File: config.mk
export PLATFORM = sky130hd
export DESIGN_NAME = ins_encoder_loader
export DESIGN_NICKNAME = d
export VERILOG_FILES = /design/src/rtl/ins_pkg.sv /design/src/rtl/ins_fifo.sv /design/src/rtl/ins_encoder_loader.sv
export SDC_FILE = /design/constraint.sdc
export NUM_CORES = 1
export LEC_CHECK = 0
export ABC_AREA = 1
export CAP_MARGIN = 20
export CELL_PAD_IN_SITES_DETAIL_PLACEMENT = 1
export CELL_PAD_IN_SITES_GLOBAL_PLACEMENT = 1
export CORE_AREA = 2 2 155 157
export CTS_CLUSTER_SIZE = 25
export DETAILED_ROUTE_END_ITERATION = 8
export DIE_AREA = 0 0 157 159
export MAX_ROUTING_LAYER = met4
export PLACE_DENSITY_LB_ADDON = 0.2
export SETUP_SLACK_MARGIN = 0.1
export SYNTH_ARGS = -nofsm -noshare
export SYNTH_HDL_FRONTEND = slang
export SYNTH_SLANG_ARGS = --single-unit
File: constraint.sdc
create_clock -name clk -period 6.25 [get_ports clk]
set_input_delay 1.875 -clock clk [delete_from_list [all_inputs] [get_ports clk]]
set_output_delay 1.875 -clock clk [all_outputs]
set_load 0.03 [all_outputs]
File: src/rtl/ins_pkg.sv
// Shared constants, command payload and encode/reject helpers for the instruction encoder-loader.
package ins_pkg;

  localparam int unsigned OP_W   = 6;
  localparam int unsigned WORD_W = 32;

  localparam logic [OP_W-1:0] OP_RTYPE = 6'b000000;
  localparam logic [OP_W-1:0] OP_ADDI  = 6'b001000;
  localparam logic [OP_W-1:0] OP_ANDI  = 6'b001100;
  localparam logic [OP_W-1:0] OP_XORI  = 6'b001110;
  localparam logic [OP_W-1:0] OP_SLTIU = 6'b001011;
  localparam logic [OP_W-1:0] OP_BEQ   = 6'b000100;
  localparam logic [OP_W-1:0] OP_BNE   = 6'b000101;
  localparam logic [OP_W-1:0] OP_LW    = 6'b100011;
  localparam logic [OP_W-1:0] OP_SW    = 6'b101011;
  localparam logic [OP_W-1:0] OP_NOP   = 6'b111111;

  localparam logic [2:0] KIND_ALUR   = 3'd0;
  localparam logic [2:0] KIND_ALUI   = 3'd1;
  localparam logic [2:0] KIND_LOAD   = 3'd2;
  localparam logic [2:0] KIND_STORE  = 3'd3;
  localparam logic [2:0] KIND_BRANCH = 3'd4;
  localparam logic [2:0] KIND_NOP    = 3'd5;

  localparam logic [WORD_W-1:0] NOP_WORD = {OP_NOP, 26'd0};

  typedef enum logic [1:0] {
    ST_IDLE  = 2'd0,
    ST_RUN   = 2'd1,
    ST_PAD   = 2'd2,
    ST_DRAIN = 2'd3
  } state_t;

  typedef struct packed {
    logic [2:0]  kind;
    logic [1:0]  sel;
    logic [4:0]  rs;
    logic [4:0]  rt;
    logic [4:0]  rd;
    logic [4:0]  shamt;
    logic [5:0]  funct;
    logic [15:0] imm;
  } ins_cmd_t;

  // Commands the analyser could not map back to a class are dropped.
  function automatic logic is_reject(input ins_cmd_t c);
    logic r;
    r = 1'b0;
    if (c.kind > KIND_NOP) r = 1'b1;
    if (c.kind == KIND_BRANCH && c.sel[1]) r = 1'b1;
    if (c.kind == KIND_ALUR && c.funct == 6'd0) r = 1'b1;
    return r;
  endfunction

  function automatic logic [WORD_W-1:0] encode(input ins_cmd_t c);
    logic [WORD_W-1:0] w;
    logic [OP_W-1:0]   op;
    w  = NOP_WORD;
    op = OP_ADDI;
    case (c.sel)
      2'd0:    op = OP_ADDI;
      2'd1:    op = OP_ANDI;
      2'd2:    op = OP_XORI;
      default: op = OP_SLTIU;
    endcase
    case (c.kind)
      KIND_ALUR:   w = {OP_RTYPE, c.rs, c.rt, c.rd, c.shamt, c.funct};
      KIND_ALUI:   w = {op, c.rs, c.rt, c.imm};
      KIND_LOAD:   w = {OP_LW, c.rs, c.rt, c.imm};
      KIND_STORE:  w = {OP_SW, c.rs, c.rt, c.imm};
      KIND_BRANCH: w = {(c.sel[0] ? OP_BNE : OP_BEQ), c.rs, c.rt, c.imm};
      default:     w = NOP_WORD;
    endcase
    return w;
  endfunction

endpackage

File: src/rtl/ins_fifo.sv
// Synchronous FIFO with occupancy count; push into a full FIFO is allowed when popping in the same cycle.
module ins_fifo #(
  parameter int unsigned DEPTH = 4,
  parameter int unsigned WIDTH = 42
) (
  input  logic                     clk,
  input  logic                     rst_n,
  input  logic                     push,
  input  logic [WIDTH-1:0]         push_data,
  input  logic                     pop,
  output logic [WIDTH-1:0]         head,
  output logic [$clog2(DEPTH):0]   count
);

  localparam int unsigned PTR_W = $clog2(DEPTH);
  localparam int unsigned CNT_W = PTR_W + 1;

  logic [WIDTH-1:0] mem [DEPTH];
  logic [PTR_W-1:0] wr_ptr;
  logic [PTR_W-1:0] rd_ptr;
  logic             do_push;
  logic             do_pop;

  assign do_pop  = pop && (count != '0);
  assign do_push = push && ((count != CNT_W'(DEPTH)) || do_pop);
  assign head    = mem[rd_ptr];

  always_ff @(posedge clk or negedge rst_n) begin
    if (!rst_n) begin
      wr_ptr <= '0;
      rd_ptr <= '0;
      count  <= '0;
    end else begin
      if (do_push) wr_ptr <= wr_ptr + PTR_W'(1);
      if (do_pop)  rd_ptr <= rd_ptr + PTR_W'(1);
      if (do_push && !do_pop)      count <= count + CNT_W'(1);
      else if (do_pop && !do_push) count <= count - CNT_W'(1);
    end
  end

  // Storage carries no reset; occupancy alone qualifies the contents.
  always_ff @(posedge clk) begin
    if (do_push) mem[wr_ptr] <= push_data;
  end

endmodule

File: src/rtl/ins_encoder_loader.sv
// Encodes instruction-class commands into IR words and streams them into instruction memory,
// padding the program tail with NOPs to an aligned boundary.
module ins_encoder_loader import ins_pkg::*; #(
  parameter int unsigned DEPTH      = 4,
  parameter int unsigned ADDR_W     = 10,
  parameter int unsigned ALIGN_LOG2 = 2
) (
  input  logic              clk,
  input  logic              rst_n,
  input  logic              start,
  input  logic [ADDR_W-1:0] base_addr,
  input  logic              cmd_valid,
  output logic              cmd_ready,
  input  logic [2:0]        cmd_kind,
  input  logic [1:0]        cmd_sel,
  input  logic [4:0]        cmd_rs,
  input  logic [4:0]        cmd_rt,
  input  logic [4:0]        cmd_rd,
  input  logic [4:0]        cmd_shamt,
  input  logic [5:0]        cmd_funct,
  input  logic [15:0]       cmd_imm,
  input  logic              cmd_last,
  output logic              imem_we,
  output logic [ADDR_W-1:0] imem_addr,
  output logic [31:0]       imem_wdata,
  input  logic              imem_ready,
  output logic              busy,
  output logic              done,
  output logic              err,
  output logic [ADDR_W:0]   words_written
);

  localparam int unsigned ENTRY_W = ADDR_W + WORD_W;
  localparam int unsigned CNT_W   = $clog2(DEPTH) + 1;
  localparam int unsigned WW_W    = ADDR_W + 1;
  localparam logic [ADDR_W-1:0] ALIGN_MASK = ADDR_W'((1 << ALIGN_LOG2) - 1);
  localparam logic [WW_W-1:0]   WW_MAX     = {1'b1, {ADDR_W{1'b0}}};

  state_t              state_q, state_d;
  ins_cmd_t            cmd;
  logic                stage_valid_q;
  logic [ENTRY_W-1:0]  stage_q;
  logic [ADDR_W-1:0]   push_addr_q;
  logic [CNT_W-1:0]    fifo_count;
  logic [ENTRY_W-1:0]  fifo_head;
  logic                accept, rejected, enc_load, pad_load, stage_load;
  logic                aligned, space, pop, start_ok;
  int                  occ_nxt;
  logic                cmd_ready_d, busy_d, done_d, err_d;
  logic [WW_W-1:0]     words_written_d;

  always_comb begin
    cmd.kind  = cmd_kind;
    cmd.sel   = cmd_sel;
    cmd.rs    = cmd_rs;
    cmd.rt    = cmd_rt;
    cmd.rd    = cmd_rd;
    cmd.shamt = cmd_shamt;
    cmd.funct = cmd_funct;
    cmd.imm   = cmd_imm;
  end

  assign start_ok   = start && (state_q == ST_IDLE);
  assign accept     = cmd_valid && cmd_ready && (state_q == ST_RUN);
  assign rejected   = accept && is_reject(cmd);
  assign enc_load   = accept && !rejected;
  assign aligned    = (push_addr_q & ALIGN_MASK) == '0;
  assign space      = (int'(fifo_count) + int'(stage_valid_q)) < int'(DEPTH);
  assign pad_load   = (state_q == ST_PAD) && !aligned && space;
  assign stage_load = enc_load || pad_load;
  assign imem_we    = (fifo_count != '0);
  assign pop        = imem_we && imem_ready;
  assign imem_addr  = imem_we ? fifo_head[ENTRY_W-1:WORD_W] : '0;
  assign imem_wdata = imem_we ? fifo_head[WORD_W-1:0] : '0;

  // State register
  always_ff @(posedge clk or negedge rst_n) begin
    if (!rst_n) state_q <= ST_IDLE;
    else        state_q <= state_d;
  end

  // Next-state logic
  always_comb begin
    state_d = state_q;
    case (state_q)
      ST_IDLE:  if (start) state_d = ST_RUN;
      ST_RUN:   if (accept && cmd_last) state_d = ST_PAD;
      ST_PAD:   if (aligned) state_d = ST_DRAIN;
      ST_DRAIN: if (!stage_valid_q && (fifo_count == '0)) state_d = ST_IDLE;
      default:  state_d = ST_IDLE;
    endcase
  end

  // Output logic; cmd_ready looks one cycle ahead so it can be registered
  always_comb begin
    occ_nxt         = int'(fifo_count) + int'(stage_valid_q) - int'(pop) + int'(stage_load);
    cmd_ready_d     = (state_d == ST_RUN) && (occ_nxt < int'(DEPTH));
    busy_d          = (state_d != ST_IDLE);
    done_d          = (state_q == ST_DRAIN) && (state_d == ST_IDLE);
    err_d           = err;
    words_written_d = words_written;
    if (start_ok) begin
      err_d           = 1'b0;
      words_written_d = '0;
    end else begin
      if (rejected) err_d = 1'b1;
      if (pop && (words_written != WW_MAX)) words_written_d = words_written + WW_W'(1);
    end
  end

  always_ff @(posedge clk or negedge rst_n) begin
    if (!rst_n) begin
      cmd_ready     <= 1'b0;
      busy          <= 1'b0;
      done          <= 1'b0;
      err           <= 1'b0;
      words_written <= '0;
    end else begin
      cmd_ready     <= cmd_ready_d;
      busy          <= busy_d;
      done          <= done_d;
      err           <= err_d;
      words_written <= words_written_d;
    end
  end

  // Encode stage and push address; the stage always drains into the FIFO next cycle
  always_ff @(posedge clk or negedge rst_n) begin
    if (!rst_n) begin
      stage_valid_q <= 1'b0;
      stage_q       <= '0;
      push_addr_q   <= '0;
    end else begin
      stage_valid_q <= stage_load;
      if (enc_load)      stage_q <= {push_addr_q, encode(cmd)};
      else if (pad_load) stage_q <= {push_addr_q, NOP_WORD};
      if (start_ok)        push_addr_q <= base_addr;
      else if (stage_load) push_addr_q <= push_addr_q + ADDR_W'(1);
    end
  end

  ins_fifo #(
    .DEPTH (DEPTH),
    .WIDTH (ENTRY_W)
  ) u_fifo (
    .clk       (clk),
    .rst_n     (rst_n),
    .push      (stage_valid_q),
    .push_data (stage_q),
    .pop       (pop),
    .head      (fifo_head),
    .count     (fifo_count)
  );

endmodule

# [Yosys cells after proc, flatten, opt, wreduce, memory -nomap -nowiden]
# Memories as Yosys holds them, arrays and structs flattened.
# Cells that the tools add are included.
# W data, S select, Z words.
[word_totals] regBits=77 latch_bits=0 ramBits=168 mem_bits_ro=0 inputBits=63 output_inout_bits=58 elab_cells=102 n_memories=1
[op_classes] add_sub_neg=9 n_mul=0 div=0 n_lt_le_gt_ge=3 eq_ne=12 shifts=0 n_mux=25 bitwise=0 n_reduce_logical=40
[mem_list] memory="u_fifo.mem" words=4 word_bits=42 read_ports=1 rd_ports_with_merged_regs=0 write_ports=1 line_no="ins_fifo.sv:18" source="logic [WIDTH-1:0] mem [DEPTH];"
[op_table] operator="$pmux W32 S5" count=1
[op_table] operator="$mux W42" count=2
[op_table] operator="$lt A32 B4 Y1 const B" count=1
[op_table] operator="$mux W32" count=1
[op_table] operator="$mux W10" count=3
[op_table] operator="$mux W11" count=2
[op_table] operator="$logic_and A1 B1 Y1" count=19
[op_table] operator="$reduce_bool A2 Y1" count=6
[op_table] operator="$add A11 B1 Y11 const B" count=1
[op_table] operator="$ne A11 B11 Y1 const B" count=1
[op_table] operator="$add A10 B1 Y10 const B" count=1
[op_table] operator="$logic_not A10 Y1" count=1
[op_table] operator="$pmux W3 S3" count=1
[op_table] operator="$mux W1" count=8
[op_table] operator="$mux W2" count=4
[op_table] operator="$pmux W2 S4" count=1
[op_table] operator="$add A5 B2 Y6" count=1
[op_table] operator="$eq A2 B1 Y1 const B" count=3
[op_table] operator="$eq A2 B2 Y1 const B" count=3
[op_table] operator="$eq A3 B2 Y1 const B" count=2
[op_table] operator="$logic_not A2 Y1" count=3
[op_table] operator="$logic_not A3 Y1" count=2
[op_table] operator="$logic_not A6 Y1" count=1
[op_table] operator="$lt A6 B4 Y1 const B" count=1
[op_table] operator="13 further kinds" count=20

# [Logic depth before layout (Yosys ltp)]
[depth] word_depth=11 mapped_depth=10 depth_no_buf=10

# [Hierarchy]
# Synthesis repeated with hierarchy kept, for this count alone.
[hier_totals] hier_cells=1184 hier_area_um2=11384.7
[modules_own_cells] mod="ins_fifo" n_inst=1 cells_per_inst=552 area_each_um2=7101.8 seq_area_each_um2=5220.0
[modules_own_cells] mod="ins_encoder_loader" n_inst=1 cells_per_inst=632 area_each_um2=4282.9 seq_area_each_um2=1751.7

# [Least setup slack after synthesis]
# No wires, ideal clock.
[synth_timing] path_type="input -> register" from="input imem_ready" to="memory u_fifo.mem[0][0], enable pin" setup_ns=0.442 arrival_ns=3.920 t_required_ns=5.808 setup_slack_ns=1.888 cell_stages=4 n_path_buf=0 path_cell_list="inv_1 > nand3_1 > nand2_1 > nor2_1"
[synth_between] elab_chain_cells=6
[synth_lines] element="start, declared" line_no="ins_encoder_loader.sv:26" source="input logic imem_ready,"
[synth_lines] element="$logic_and A1 B1 Y1" line_no="ins_encoder_loader.sv:72" source="assign pop = imem_we && imem_ready;"
[synth_lines] element="$logic_and A1 B1 Y1" line_no="ins_fifo.sv:24" source="assign do_pop = pop && (count != '0);"
[synth_lines] element="$logic_or A1 B1 Y1" line_no="ins_fifo.sv:25" source="assign do_push = push && ((count != CNT_W'(DEPTH)) || do_pop);"
[synth_lines] element="$logic_and A1 B1 Y1" line_no="ins_fifo.sv:25"
[synth_lines] element="$mux W1" line_no="ins_fifo.sv:43" source="if (do_push) mem[wr_ptr] <= push_data;"
[synth_lines] element="$mux W1 (implied by the code)" line_no="ins_fifo.sv:43"
[synth_lines] element="end, declared" line_no="ins_fifo.sv:18"
# Every way passes these cells.

# [Final worst setup path]
[layout_timing] from="register u_fifo.rd_ptr[0]" to="output imem_wdata[30]"
[layout_between] elab_chain_cells=2
[layout_lines] element="start, declared" line_no="ins_fifo.sv:20" source="logic [PTR_W-1:0] rd_ptr;"
[layout_lines] element="start signal, assigned" line_no="ins_fifo.sv:35" source="if (do_pop) rd_ptr <= rd_ptr + PTR_W'(1);"
[layout_lines] element="$mem_v2 Z4 W42"
[layout_lines] element="$mux W32" line_no="ins_encoder_loader.sv:74" source="assign imem_wdata = imem_we ? fifo_head[WORD_W-1:0] : '0;"
[layout_lines] element="end, declared" line_no="ins_encoder_loader.sv:25" source="output logic [31:0] imem_wdata,"
# Every way passes these cells.

==> summary.txt <==
LEAKAGE = 0.00525 uW
DRC viols = 0
Postcts setup bufs = 0
CP max stage cell = buf_4
CTS clk-pin slew, worst paths = 0.06 ns
Final Critical Period = 4.94 ns
Pwr Total = 6440 uW
Clock buffer depth = 3
Clock network power share = 0.220
# setup viols final = 0
Inserted Diodes = 0
Wire per inst = 18.9 um
Post-synthesis cell area = 10800 um^2
Proportion of netlist area held by the largest area contributor = 0.468
CP Cell Sequence = buf_4, nor2_1, nor2_1, o21ai_0, a21oi_1, clkdlybuf4s50_1
Final hold vios = 0
Setup TNS = 0 ns
Number of cell rows = 56
DR iter-0 viols = 371
Register area share after synthesis = 0.646
YS warnings = 0
Crit. End Element = output pin
Flops & latches, synth = 245
Grt ovf = 0
Sw power = 2560 uW
Part of the cycle the worst path needs = 0.791
DR vias = 8039
Max incr delay on CP = 0.74 ns
TritonCTS clock tree = yes
Placement Cell Area = 12300 um^2
Startpoint types = flip-flop
Root Driver = clkbuf_16
Maximum vdd drop = 0.254 mV
CTS Hold Bufs = 0
Gp weighted congestion = 0.770
Max frequency = 202 MHz
Pint = 3880 uW
Final std cells w/o fill = 1525
RSZ-0062 raised after global routing = no
Power density cells = 493 nW/um^2
Final nets = 1267
Switch share = 0.398
Post-Syn Instances = 1077
Max-slew violations = 0
DR vias/cell = 5.27
Relative slew slack = 0.346
Hold Crit Class = flip-flop to flip-flop
Syn Area/Cell = 10.0 um^2
Initial core utilization = 0.465
P&R area growth vs syn = 21.1%
PortBufs = 120
Initial antenna violation count = 0
CP Max Fanout = 86
Post-synth net total = 1156
Die span in x = 157 um
Status = finished, final reports clean
GRT Total Usage = 0.241
CTS buffer count = 25
Remaining antenna violation count after routing = 0
Seq pwr share = 0.374
Final clock skew = 0.0104 ns
CTS Sinks = 245
Fin area = 13100 um^2
Die area = 25000 um^2
Top post-synthesis cells by area = edfxtp_1 47%, dfrtp_1 18%, nand2_1 9.0%, nor2_1 7.4%, o21ai_0 4.6%
Fraction of layout cells with a size suffix above 1 = 0.0638
Die H = 159 um
Worst setup path category = flip-flop to output pin
# H-tree levels = 1
Data required, critical path = 4.38 ns
Global-route wire length before repair = 45700 um
Most common cell on crit path = nor2_1
Combinational share of power = 0.406
DPL Wire Length = 17900 um
Largest area contributor in the netlist = edfxtp_1
Final WS setup = 1.31 ns
# IOs = 121
Latest clock arrival within the worst-skew pair = 0.51 ns
Largest net degree at the start of global routing = 87
Critical Path AT = 3.07 ns
Vias in the first global route = 8553
Placed cell count = 1479
Place WS = 1.64 ns
CORE AREA = 23200 um^2
CTS resizes = 0
Worst Tran Pin Value = 0.981 ns
Overall routed net length = 28800 um
Cell family with most CP delay = buffers and inverters
Synth cell types = 37
Drt first pass iters = 4
Worst Path Buf+Inv = 2
Max-cap viol count = 0
state kept, by name, summed over array words and instances (netlist names):
register / count
u_fifo.mem: 168
u_fifo.count: 3
busy: 1
stage_valid_q: 1
u_fifo.wr_ptr: 2
cmd_ready: 1
state_q: 2
stage_q: 42
words_written: 11
u_fifo.rd_ptr: 2
push_addr_q: 10
done: 1
err: 1
placed cells by master, fill, tap and decap left out, types with 2 or more instances in the layout:
cell and instances:
nand4_1 19, or2_2 3, dfrtp_1 75, o21bai_1 4
a21oi_1 46, ha_1 15, nor2_4 7, clkinv_1 2
nand2_1 259, edfxtp_1 168, inv_1 46, inv_2 4
clkbuf_16 25, xnor2_1 3, dfrtp_2 2, nand2_2 2
buf_4 14, nand3b_1 4, clkbuf_1 10, clkdlybuf4s50_1 119
o21ai_0 99, nor2_1 210, clkinv_2 4, a21o_1 2
nor2_8 2, nand3_1 36, nand3_2 3, xor2_1 6
clkbuf_8 4
metal layers:
metal,GRT usage,part of all wire,up-vias
li1,-,-,3815
met3,0.0318,0.052,60
met4,0.0734,0.027,0
met2,0.396,0.49,208
met5,-,0,-
met1,0.313,0.43,3956
cells in the mapped netlist, drive strengths merged:
master	number
dfrtp	77
buf	17
clkbuf	33
o21ai	99
o211ai	1
nand2	261
a31oi	1
a21oi	46
clkinv	1
fa	1
inv	51
o21bai	4
nor3	3
nand4	19
a211oi	1
nand3	39
xnor2	3
nand3b	4
ha	15
nor2	220
edfxtp	168
xor2	6
mux2	1
or2	4
a21o	2
worst reg2reg max path, delay by kind of cell (launching register included):
kind / cells / cell delay (ns)
AO/OA/AOI/OAI: 2 / 0.29
adder cells (fa/ha/maj): 2 / 0.54
buffers and inverters: 3 / 0.72
XOR/XNOR: 1 / 0.15
flip-flops: 1 / 0.48
AND/OR/NAND/NOR: 2 / 0.30
through the flow:
step	utilization	hold slack [ns]
final	0.563	0.515
after global placement	0.529	0.499
after detailed placement	0.529	0.503
after global routing	0.563	0.543
after CTS	0.562	0.522
after floorplan	-	0.468
cell type report:
cell class | count | area, um^2
clock inverter | 6 | 53.8
fill | 2556 | 10100
sequential | 245 | 6970
clock buffer | 39 | 718
timing repair buffer | 134 | 1320
multi-input combinational | 730 | 3400
inverter | 52 | 198
tap | 319 | 399
cells by family (layout without fill, tap and decap cells):
group / count (synthesis) / in the layout / share of synthesized area
AND/OR/NAND/NOR: 550 / 550 / 0.212
flip-flops: 245 / 245 / 0.646
AO/OA/AOI/OAI: 154 / 154 / 0.0734
buffers and inverters: 102 / 231 / 0.0408
adder cells (fa/ha/maj): 16 / 16 / 0.0193
XOR/XNOR: 9 / 9 / 0.00731
multiplexers: 1 / 1 / 0.00104
power groups by stage:
stage               clock network, uW  logic (uW)  registers [uW]
floorplan                           0        1630            2360
global placement                    0        2520            2410
detailed placement                  0        2610            2430
CTS                              1450        2640            2410
global route                     1510        2860            2450
finish                           1420        2620            2410
final timing paths:
kind	from	slack, ns	end	depth (start not counted)
max reg2reg	u_fifo.count[0]	3.66	u_fifo.count[2]	10
max	u_fifo.rd_ptr[0]	1.31	imem_wdata[30]	6
min in group asynchronous	rst_n	1.36	words_written[8]	1
max in group asynchronous	rst_n	3.88	u_fifo.rd_ptr[0]	2
min reg2reg	stage_q[20]	0.52	u_fifo.mem[0][20]	0
min	stage_q[20]	0.52	u_fifo.mem[0][20]	0
Note: power is estimated with default switching activity, not from simulation.
